**config.mk**
```make
export PLATFORM = sky130hd
export DESIGN_NAME = serial_addsub
export DESIGN_NICKNAME = d
export VERILOG_FILES = /design/src/rtl/serial_addsub.sv
export SDC_FILE = /design/constraint.sdc
export NUM_CORES = 1
export LEC_CHECK = 0
export ABC_AREA = 1
export CAP_MARGIN = 10
export CORE_ASPECT_RATIO = 1.25
export CORE_MARGIN = 5
export CORE_UTILIZATION = 47
export CTS_BUF_LIST = sky130_fd_sc_hd__clkbuf_4 sky130_fd_sc_hd__clkbuf_8
export DETAILED_ROUTE_END_ITERATION = 10
export GPL_ROUTABILITY_DRIVEN = 1
export GPL_TIMING_DRIVEN = 0
export PLACE_DENSITY = 0.81
export SLEW_MARGIN = 20
export SYNTH_ARGS = -nofsm -noshare
export SYNTH_HDL_FRONTEND = slang
export SYNTH_SLANG_ARGS = --single-unit
export TNS_END_PERCENT = 20
```
**constraint.sdc**
```tcl
create_clock -name clk -period 4.1 [get_ports clk]
set_clock_uncertainty 0.1 [all_clocks]
set_input_delay 1.23 -clock clk [delete_from_list [all_inputs] [get_ports clk]]
set_output_delay 1.23 -clock clk [all_outputs]
set_load 0.005 [all_outputs]
```
**src/rtl/serial_addsub.sv**
```systemverilog
// -----------------------------------------------------------------------------
// serial_addsub
// Multi-cycle adder/subtractor. The WIDTH-bit operands are processed DIGIT bits
// per clock, least significant digit first. The carry (add) or borrow (sub)
// ripples from one digit to the next through a register.
//
// Ports
//   clk        rising-edge clock
//   rst_n      synchronous active-low reset
//   in_valid   operands/mode valid (only sampled in IDLE)
//   in_ready   block can accept operands (1 only in IDLE)
//   a, b       operands (minuend/subtrahend or addends)
//   sub        1 = subtract, 0 = add
//   cbin       carry-in (add) or borrow-in (sub)
//   out_valid  result valid (1 only in DONE)
//   out_ready  consumer accepts result
//   result     sum or difference, modulo 2^WIDTH
//   cbout      carry-out (add) or borrow-out (sub)
//   overflow   two's-complement signed overflow
//
// All outputs come straight from registers.
// -----------------------------------------------------------------------------
module serial_addsub #(
    parameter int WIDTH = 32,
    parameter int DIGIT = 4
) (
    input  logic             clk,
    input  logic             rst_n,
    input  logic             in_valid,
    output logic             in_ready,
    input  logic [WIDTH-1:0] a,
    input  logic [WIDTH-1:0] b,
    input  logic             sub,
    input  logic             cbin,
    output logic             out_valid,
    input  logic             out_ready,
    output logic [WIDTH-1:0] result,
    output logic             cbout,
    output logic             overflow
);

    // Reject illegal parameter combinations at elaboration time.
    if ((WIDTH < 1) || (DIGIT < 1) || (DIGIT > WIDTH) || ((WIDTH % DIGIT) != 0)) begin : g_bad_params
        $error("serial_addsub: illegal WIDTH/DIGIT combination");
    end

    localparam int N  = WIDTH / DIGIT;
    localparam int CW = (N > 1) ? $clog2(N) : 1;
    localparam logic [CW-1:0] LAST_DIGIT = CW'(N - 1);

    typedef enum logic [1:0] {
        S_IDLE = 2'd0,
        S_RUN  = 2'd1,
        S_DONE = 2'd2
    } state_t;

    state_t             r_state;
    state_t             w_state_next;
    logic [CW-1:0]      r_cnt;
    logic [WIDTH-1:0]   r_a;
    logic [WIDTH-1:0]   r_b;
    logic               r_sub;
    logic               r_cb;
    logic [WIDTH-1:0]   r_result;
    logic               r_cbout;
    logic               r_ovf;
    logic               r_in_ready;
    logic               r_out_valid;

    logic [DIGIT-1:0]   w_a_dig;
    logic [DIGIT-1:0]   w_b_dig;
    logic [DIGIT-1:0]   w_dig;
    logic               w_cout;
    logic               w_ovf;
    logic               w_last;

    assign w_last = (r_cnt == LAST_DIGIT);

    // Select the operand digit addressed by the digit counter.
    always_comb begin
        w_a_dig = {DIGIT{1'b0}};
        w_b_dig = {DIGIT{1'b0}};
        for (int k = 0; k < N; k++) begin
            w_a_dig = (r_cnt == CW'(k)) ? r_a[k*DIGIT +: DIGIT] : w_a_dig;
            w_b_dig = (r_cnt == CW'(k)) ? r_b[k*DIGIT +: DIGIT] : w_b_dig;
        end
    end

    // Ripple DIGIT full-adder / full-subtractor cells starting from the
    // registered carry/borrow; the sum/difference bit is the same XOR either way.
    always_comb begin
        logic w_c;
        w_c   = r_cb;
        w_dig = {DIGIT{1'b0}};
        for (int i = 0; i < DIGIT; i++) begin
            w_dig[i] = w_a_dig[i] ^ w_b_dig[i] ^ w_c;
            if (r_sub) begin
                w_c = (~w_a_dig[i] & (w_b_dig[i] ^ w_c)) | (w_b_dig[i] & w_c);
            end else begin
                w_c = (w_a_dig[i] & w_b_dig[i]) | (w_c & (w_a_dig[i] ^ w_b_dig[i]));
            end
        end
        w_cout = w_c;
    end

    // Signed overflow; only meaningful on the last digit, where w_dig's top
    // bit is the result MSB.
    always_comb begin
        if (r_sub) begin
            w_ovf = (r_a[WIDTH-1] != r_b[WIDTH-1]) && (w_dig[DIGIT-1] != r_a[WIDTH-1]);
        end else begin
            w_ovf = (r_a[WIDTH-1] == r_b[WIDTH-1]) && (w_dig[DIGIT-1] != r_a[WIDTH-1]);
        end
    end

    // Next-state logic for the IDLE -> RUN -> DONE handshake sequence.
    always_comb begin
        w_state_next = r_state;
        case (r_state)
            S_IDLE:  w_state_next = in_valid  ? S_RUN  : S_IDLE;
            S_RUN:   w_state_next = w_last    ? S_DONE : S_RUN;
            S_DONE:  w_state_next = out_ready ? S_IDLE : S_DONE;
            default: w_state_next = S_IDLE;
        endcase
    end

    // State register plus registered handshake flags derived from next state.
    always_ff @(posedge clk) begin
        if (!rst_n) begin
            r_state     <= S_IDLE;
            r_in_ready  <= 1'b1;
            r_out_valid <= 1'b0;
        end else begin
            r_state     <= w_state_next;
            r_in_ready  <= (w_state_next == S_IDLE);
            r_out_valid <= (w_state_next == S_DONE);
        end
    end

    // Datapath: operand capture, digit write-back, carry ripple and flags.
    always_ff @(posedge clk) begin
        if (!rst_n) begin
            r_cnt    <= {CW{1'b0}};
            r_a      <= {WIDTH{1'b0}};
            r_b      <= {WIDTH{1'b0}};
            r_sub    <= 1'b0;
            r_cb     <= 1'b0;
            r_result <= {WIDTH{1'b0}};
            r_cbout  <= 1'b0;
            r_ovf    <= 1'b0;
        end else begin
            case (r_state)
                S_IDLE: begin
                    if (in_valid) begin
                        r_a   <= a;
                        r_b   <= b;
                        r_sub <= sub;
                        r_cb  <= cbin;
                        r_cnt <= {CW{1'b0}};
                    end
                end
                S_RUN: begin
                    for (int k = 0; k < N; k++) begin
                        if (r_cnt == CW'(k)) begin
                            r_result[k*DIGIT +: DIGIT] <= w_dig;
                        end
                    end
                    r_cb <= w_cout;
                    if (w_last) begin
                        r_cnt   <= {CW{1'b0}};
                        r_cbout <= w_cout;
                        r_ovf   <= w_ovf;
                    end else begin
                        r_cnt   <= r_cnt + CW'(1);
                    end
                end
                default: begin
                    // DONE holds everything stable until the consumer takes it.
                end
            endcase
        end
    end

    assign in_ready  = r_in_ready;
    assign out_valid = r_out_valid;
    assign result    = r_result;
    assign cbout     = r_cbout;
    assign overflow  = r_ovf;

endmodule

```
==> results of run 1 <==
## cell usage in the layout (no fill, tap or decap), types with 2 or more instances in the layout
cell             synthesis  routed
buf_8                    0       2
nor2_1                 193     192
nand2_4                  1       3
nand3_1                 31      28
buf_1                    3       3
inv_6                    0       2
ha_4                     0       5
dfxtp_4                  0       3
inv_2                    5       7
clkdlybuf4s50_1          0     104
buf_4                    1       9
buf_2                    9       9
or2_2                    8       8
o21a_1                   3       3
nand2_1                103      99
fa_2                     0       7
clkbuf_8                 0       9
clkinv_4                 0       2
inv_4                    0       4
dfxtp_1                107     104
o211ai_1                 2       2
clkbuf_1                20      18
inv_1                   46      39
o21ai_0                 94      94
a21boi_1                 2       2
mux2i_4                  0       3
inv_8                    0       3
nand3_2                  0       3
nand2_2                  1       3
a21oi_1                 27      25
nor2_4                   2       4
buf_6                    1       3
## cell families (layout without fill, tap and decap cells)
family | Yosys count | in the layout
compound gates | 128 | 128
xor+xnor | 1 | 1
fa+ha+maj | 14 | 14
buf+inv | 86 | 216
flops | 107 | 107
mux | 4 | 4
simple gates | 342 | 342
## sequential cells by signal, indices dropped and copies added (netlist names)
name and cells:
overflow 1, cbout 1, r_b 32, out_valid 1, result 32, r_a 32
r_cnt 3, r_sub 1, r_state 2, in_ready 1, r_cb 1
## what timing repair did
item | CTS | global route
pin swaps | 3 | 19
resized for setup | 23 | 49
endpoints found under the setup margin | 19 | 19
setup buffers | 6 | 4
## how the worst min path moves through the flow
stage          startpoint  endpoint  slack, ps  depth (start not counted)
3_5_place_dp      r_a[24]   r_a[24]        350                          2
4_1_cts           r_a[24]   r_a[24]        360                          2
3_3_place_gp      r_a[24]   r_a[24]        340                          2
5_1_grt           r_a[26]   r_a[26]        400                          2
6_report          r_a[24]   r_a[24]        370                          2
2_1_floorplan      r_a[5]    r_a[5]        330                          2
## tightest hold or removal path, delay by kind of cell, from the launching register on
| family | cells | cell delay, ps |
|---|---|---|
| compound gates | 1 | 50 |
| buf+inv | 1 | 60 |
| flops | 1 | 310 |
## report_power, final
part           internal (mW)  leakage (nW)  switching [mW]
sequential              1.10         0.882          0.0405
combinational          0.224          1.80           0.290
clock                  0.301         0.111           0.406
total                   1.63          2.79           0.736
## layer usage
layer	wire length, um	part of all wire (%)	vias up	GRT usage (%)
li1	-	-	2392	-
met1	5677	40	2224	26.42
met2	7260	51	166	40.22
met3	930	6.5	27	5.926
met4	402	2.8	0	7.919
met5	0	0	-	0
## area by class of cell
cell class | instances | area, um2
inverters | 52 | 217.7
repair buffers | 114 | 1120
plain buffers | 34 | 176.4
clock buffers | 9 | 123.9
flip-flops and latches | 107 | 2153
clock inverters | 7 | 95.09
well taps | 129 | 161.4
multi-input cells | 489 | 2497
fillers | 854 | 3510
==> results.md, run 1 <==
- The count of mapped cells out of synthesis is between 600 and 700.
- The number of global-route vias before repair is around 4.7k.
- The leakage component of the power is approximately 2.8 nW.
- Measured in cells, the most critical reg-to-reg path has a length of 24.
- Counting tap cells, the placed design contains a total of between 900 and 1k instances.
- In the final design database the tool counted 891 nets.
- Synthesis produced a netlist with a net count of 766.
- The smallest setup slack after layout is around 67 ps.
- The cell type with the largest total area after synthesis is dfxtp_1.
- During placement, the flow inserted port buffers numbering about 100.
- In this run the horizontal extent of the chip is 100.4 um.
- Of the post-synthesis cell area, the dominant cell type holds 44.58%.
- The number of optimization iterations in the first detailed-route pass is 7.
- Setup repair after global routing could not meet its margin everywhere.
- After detailed routing, the number of vias per cell comes to 5.111.
- The number of routed nets with antenna violations is 0.
- The design draws 2.364 mW.
- The post-route core utilization is 65.09%.
- The data arrival at the endpoint of the critical path is between 4000 and 5000 ps.
- The path class of the lowest-slack min-delay path is reg2reg.
- The initial antenna violation count is 0.
- The average instance area after synthesis is approximately 7 um2.
- The endpoint identified for the worst register-to-register timing path is overflow.
- The sort of element at the end of the critical path is a register.
- The largest delay contributor family on the critical path is adder cells.
- Yosys attributes the largest share of cell area to dfxtp_1, nor2_1, o21ai_0.
- The peak ir drop on the vdd network is about 190 uV.
- The minimum clock period is between 4000 and 5000 ps.
- The launching element type of the critical path is a register.
- The layout overhead on the synthesized area is 36.22%.
- Cells with a size suffix above 1 make up between 10% and 20% of the layout.
- For the pin with the worst max-slew slack, the measured transition is about 620 ps.
- The worst setup path endpoint is overflow.
- Detailed placement ended at an HPWL of 10440 um.
- The detailed-route via count is ~4.8k.
- OpenSTA, run right after detailed placement, puts the worst setup slack at -758.9 ps.
- The worst path uses a little over nine tenths of the clock period.
- The worst-path maximum fanout is 5.
- The total overflow left after global routing is 0.
- The per-cell routed wire length is about 15 um.
- The critical path contains buffers and inverters numbering 4 combined.
- With fillers left out, the area of the finished cells amounts to 6545 um2.
- In this run the standard cell core region covers roughly 10000 um2.
- The clock tree root driver cell is clkbuf_8.
- The type of the worst setup path is reg2reg.
- Counting flops with an async set or reset pin after synthesis yields a share of 0%.
- The clock net in this run drives a total of between 100 and 150 sinks.
- The final estimated routing congestion in global placement is 0.8526.
- Of the total synthesized cell area, the portion taken by full adders, half adders and majority gates is 4.896%.
- Clock-pin slew was measured on the worst setup and hold paths at 110 ps.
- The latest clock arrival within the worst-skew pair is 390 ps.
- The die outline area is 12360 um2.
- The pin count of the biggest net entering global routing is 21.
- The flop and latch count out of synthesis is 107.
- Summing the areas of all compound-gate instances in the mapped netlist gives 13.70% of the synthesized area.
- The die boundary height is 123.0 um.
- The highest achievable clock rate is around 250 MHz.
- The synthesized netlist occupies a cell area of 4805 um2.
- TritonCTS built the clock tree.
- The count of antenna diodes in the layout is 0.
- Yosys instantiated no cell more often than nor2_1.
- On the worst path, the slowest cell contributes a delay of between 500 and 600 ps.
- The first global-routing pass estimated 22110 um of wire.
- The worst hold slack is 365.3 ps.
- The hold-fix buffer count after cts is 0.
- In this run the number of H-tree levels came out at 3.
- Across the run, the number of max-cap violations was 0.
- The number of DRC violations after detailed routing is 0.
- After detailed placement, the total cell area comes to 6007 um2.
- By area, the combinational part of the netlist is dominated by simple AND/OR/NAND/NOR gates.
- Excluding fillers, the count of instances in the completed layout stands at 941.
- Sorting the synthesized cells by how often they occur yields nor2_1, dfxtp_1, nand2_1.
- The hold violation total from the final report is 0.
- Setup violations remaining at the end of the flow were counted as 0.
- The area share of and/or/nand/nor cells after synthesis is 28.59%.
- After Yosys synthesis, XOR and XNOR cells account for less than 1% of the synthesized area.
- The critical path starts at r_cnt[0].
- The worst flop-to-flop path startpoint is r_cnt[0].
- For this run, the leading register cell type out of synthesis is dfxtp_1.
- The count of boundary I/O pins is 106.
- The initial core utilization is a little under half.
- The worst endpoint required time is between 4000 and 5000 ps.
- The cell type of the slowest stage on the worst timing path is fa_2.
- Traced cell by cell, the critical path runs through inv_4 -> ha_4 -> inv_4 -> nor2_4 -> nand3_2 -> nand3_2 -> nand3_2 -> nand2_1 -> nand2_1 -> nand2_1 -> nand2_2 -> nand2_2 -> inv_2 -> fa_2 -> mux2i_4 -> fa_2 -> mux2i_4 -> fa_2 -> mux2i_4 -> fa_2 -> inv_2 -> nand2_1 -> o211ai_1 -> a21oi_1.
- The critical path crosses 24 cells after its start point.
- The worst max-slew margin expressed relative to the limit is 58.56%.
- The number of clock buffers added by TritonCTS is 9.
- Setup total negative slack on the finished layout was measured at 0 ps.
- The power per cell area is 361.2 nW/um2.
- The number of different library cells in the post-synthesis netlist is 28.
- The synthesized design contains 0 enable-type register cells.
- The number of synthesis warnings is 0.
- The worst-case register-to-register setup slack is about 67 ps.
- The number of DRC markers in iteration 0 is ~290.
- The wire length reported by the detailed router is 14270 um.
- The flow ran to the end, and the final reports show no timing, DRC or antenna violations.
- The overall track demand over capacity in global routing is 22.71%.
- No sink is reached through more buffers than the 2 on the longest clock path.
- The floorplan has 41 rows.
- The sequential element share of the synthesized area is 44.58%.
- The number of max-slew violations in the final report is 0.
- The mux share of post-synthesis cell area is less than 1%.
Power figures use the tool's default switching activity.
==> run 2, diff against run 1 <==
--- a/config.mk
+++ b/config.mk
@@ -8,7 +8,6 @@
 export ABC_AREA = 1
 export CAP_MARGIN = 10
 export CORE_ASPECT_RATIO = 1.25
-export CORE_MARGIN = 5
 export CORE_UTILIZATION = 47
 export CTS_BUF_LIST = sky130_fd_sc_hd__clkbuf_4 sky130_fd_sc_hd__clkbuf_8
 export DETAILED_ROUTE_END_ITERATION = 10
==> run 2 against run 1 <==
Via count is 0.35% lower. Critical path depth fell by 6. Combinational power shrank 2%. Wire length down 2.4%. Power is 3.8% lower. Hold slack worse by 6.9 ps. First-iteration DRC count grew 9.6%. Count of clock-buffer cells in the layout rose by 1. Utilization grew 2.1 points. Sequential power hardly changed. Sequential cell count unchanged. Largest power group unchanged.
==> results.md, run 2 (synthesis results as in run 1) <==
- The run finished with clean final reports.
- The worst hold slack was 358.5 ps (-6.855 ps).
- The clock-pin transition on the worst setup and hold timing paths is 110 ps (about the same).
- The data arrival at the endpoint of the critical path came to 4200 ps (about the same).
- The count of nets after finishing is 899 (+0.90%).
- The peak ir drop on the vdd network is 230.6 uV (+22%).
- The hold-fix buffer count after cts was 0 (unchanged).
- The number of routed nets with antenna violations was 0 (unchanged).
- The path class of the lowest-slack min-delay path is reg2reg.
- Setup repair after global routing could not meet its margin everywhere.
- The global-route wire length before repair is 22310 um (+0.94%).
- The latest clock arrival within the worst-skew pair came to 390 ps (about the same).
- The worst register-to-register path begins at r_cnt[1].
- Following the worst setup path forward leads to its endpoint at overflow.
- The total congestion overflow after global routing came to 0 (unchanged).
- The fraction of final layout cells with drive strength greater than 1 came to 12.80% (+1.1 points).
- The post-route fraction of the period consumed by the critical path is 97.36% (-1.0 points).
- The library cell used most frequently in the layout, excluding fill and tap cells, is nor2_1.
- The number of max-slew violations in the final report is 0 (unchanged).
- The actual slew at the worst max-slew pin is 693.5 ps (+71.83 ps).
- The number of H-tree branching levels is 3 (unchanged).
- The total clock buffers created by CTS is 9 (unchanged).
- The beginning of the worst hold path is r_a[27].
- The pre-CTS setup slack is -744.7 ps (+14.12 ps).
- The overall track demand over capacity in global routing is 27.01% (+4.3 points).
- The die outline area is 10630 um2 (-14%).
- The total design power is 2.273 mW (-3.8%).
- The die boundary height was 115.0 um (-6.5%).
- The critical path starts at r_cnt[1].
- The aggregate negative setup slack came to 0 ps (unchanged).
- The hold violation total from the final report came to 0 (unchanged).
- The number of rows in the core area came to 40 (-2.4%).
- Traced cell by cell, the critical path runs through ha_4 -> ha_4 -> inv_6 -> or2_2 -> nand3_2 -> nand2_1 -> nand2_2 -> a21oi_4 -> fa_2 -> mux2i_4 -> fa_2 -> mux2i_4 -> fa_2 -> mux2i_4 -> fa_2 -> a21oi_2 -> o211ai_1 -> a21oi_1.
- The largest buffer count on any clock path is 2 (unchanged).
- The count of antenna diodes in the layout is 0 (unchanged).
- The total of max-cap violations was 0 (unchanged).
- The final estimated routing congestion in global placement is 0.8928 (+4.7%).
- The count of boundary I/O pins is 106 (unchanged).
- The pin count of the biggest net entering global routing is 19 (-9.5%).
- The number of port buffers is 104 (unchanged).
- The stage delay of the slowest cell on the critical path came to 510 ps (about the same).
- The wire length reported by the detailed router is 13930 um (-2.4%).
- The leakage component of the power came to 2.804 nW (+0.35%).
- The per-cell routed wire length is 14.73 um (-2.9%).
- Counting stages on the worst path, the most repeated cell is fa_2.
- The number of global-route vias before repair is 4847 (+2.4%).
- The power per cell area is 346.7 nW/um2 (-4.0%).
- The core region area came to 9759 um2 (-2.9%).
- The highest achievable clock rate is 250.5 MHz (+1.0%).
- The minimum clock period is 3992 ps (-41.58 ps).
- The smallest setup slack after layout is 108.4 ps (+41.58 ps).
- The root buffer cell chosen for the clock tree is clkbuf_8.
- The worst endpoint required time is 4310 ps (+30 ps).
- The launching element type of the critical path is a register.
- The number of optimization iterations in the first detailed-route pass is 5 (-2).
- The TritonCTS sink count came to 107 (unchanged).
- The number of DRC violations after detailed routing is 0 (unchanged).
- The initial antenna violation count came to 0 (unchanged).
- The TritonCTS clock tree is built.
- The type of the worst setup path is reg2reg.
- The worst setup path is captured at a register.
- Leaving out fill and tap cells, the most frequent cells in the layout are nor2_1, dfxtp_1, clkdlybuf4s50_1.
- The slowest stage of the critical path is the fa_2 cell.
- The endpoint of the most critical register-to-register path is overflow.
- The detailed-route via count was 4792 (-0.35%).
- The number of endpoints failing setup at the final stage is 0 (unchanged).
- Relative to the synthesized area, the layout overhead comes to 36.48%.
- The via-per-instance ratio is 5.066 (-0.88%).
- The length in cells of the worst reg-to-reg path is 18 (-25%).
- The horizontal extent of the die is 92.43 um (-8.0%).
- The number of DRC markers in iteration 0 is 319 (+9.6%).
- The worst-path maximum fanout is 6 (+1).
- The initial core utilization is 49.23% (+1.4 points).
- The worst max-slew margin expressed relative to the limit is 53.77% (-4.8 points).
- The worst-case register-to-register setup slack is 110 ps (+40 ps).
- The placed wire-length estimate after detailed placement came to 10180 um (-2.5%).
[run 2: repair_timing]
| action | 4_1_cts | 5_1_grt |
|---|---|---|
| pin swaps | 4 | 18 |
| endpoints found under the setup margin | 19 | 13 |
| gates cloned | 0 | 0 |
| resized for setup | 28 | 40 |
| buffers inserted | 8 | 10 |
[run 2: critical path: cells and delay by family (launching register included)]
kind	cells	cell delay [ps]
buffers and inverters	1	50
adders and majority gates	6	1910
DFF	1	420
AOI/OAI and AO/OA	4	480
muxes	3	460
and+or+nand+nor	4	500
[run 2: report_power, final]
group / switching, mW / leakage [nW] / total (mW) / internal (mW)
combinational: 0.286 / 1.83 / 0.505 / 0.219
clock: 0.381 / 0.0972 / 0.625 / 0.244
sequential: 0.0399 / 0.882 / 1.14 / 1.10
total: 0.707 / 2.80 / 2.27 / 1.57
[run 2: layout make-up]
cell class	count	area (um2)
Inverter	52	212.7
Sequential cell	107	2153
Tap cell	126	157.7
Clock inverter	6	48.80
Buffer	34	176.4
Fill cell	797	3202
Clock buffer	10	137.6
Timing Repair Buffer	122	1176
Multi-Input combinational cell	489	2495
[run 2: layer usage]
metal  up-vias  wire [um]  part of all wire, %  GRT usage [%]
met5         -          0                    0              0
met3        28        824                  5.9          5.688
li1       2408          -                    -              -
met4         0        368                  2.6          12.81
met2       137       7116                   51          48.44
met1      2219       5625                   40          30.46
[run 2: how the worst min path moves through the flow]
stage | end | slack [ps] | cells after the start
after detailed placement | r_a[27] | 340 | 2
after global placement | r_b[4] | 340 | 2
final | r_a[27] | 360 | 2
after CTS | r_a[27] | 360 | 2
after global routing | r_a[27] | 380 | 2
after floorplan | r_a[5] | 330 | 2
[run 2: through the flow]
stage / area (um2) / util [%] / cells
final: 6558 / 67.19 / 946
after global routing: 6558 / 67.19 / 946
after CTS: 6336 / 64.92 / 936
after detailed placement: 6003 / 61.51 / 912
after global placement: 6003 / 61.51 / 912
after floorplan: 4805 / - / 682
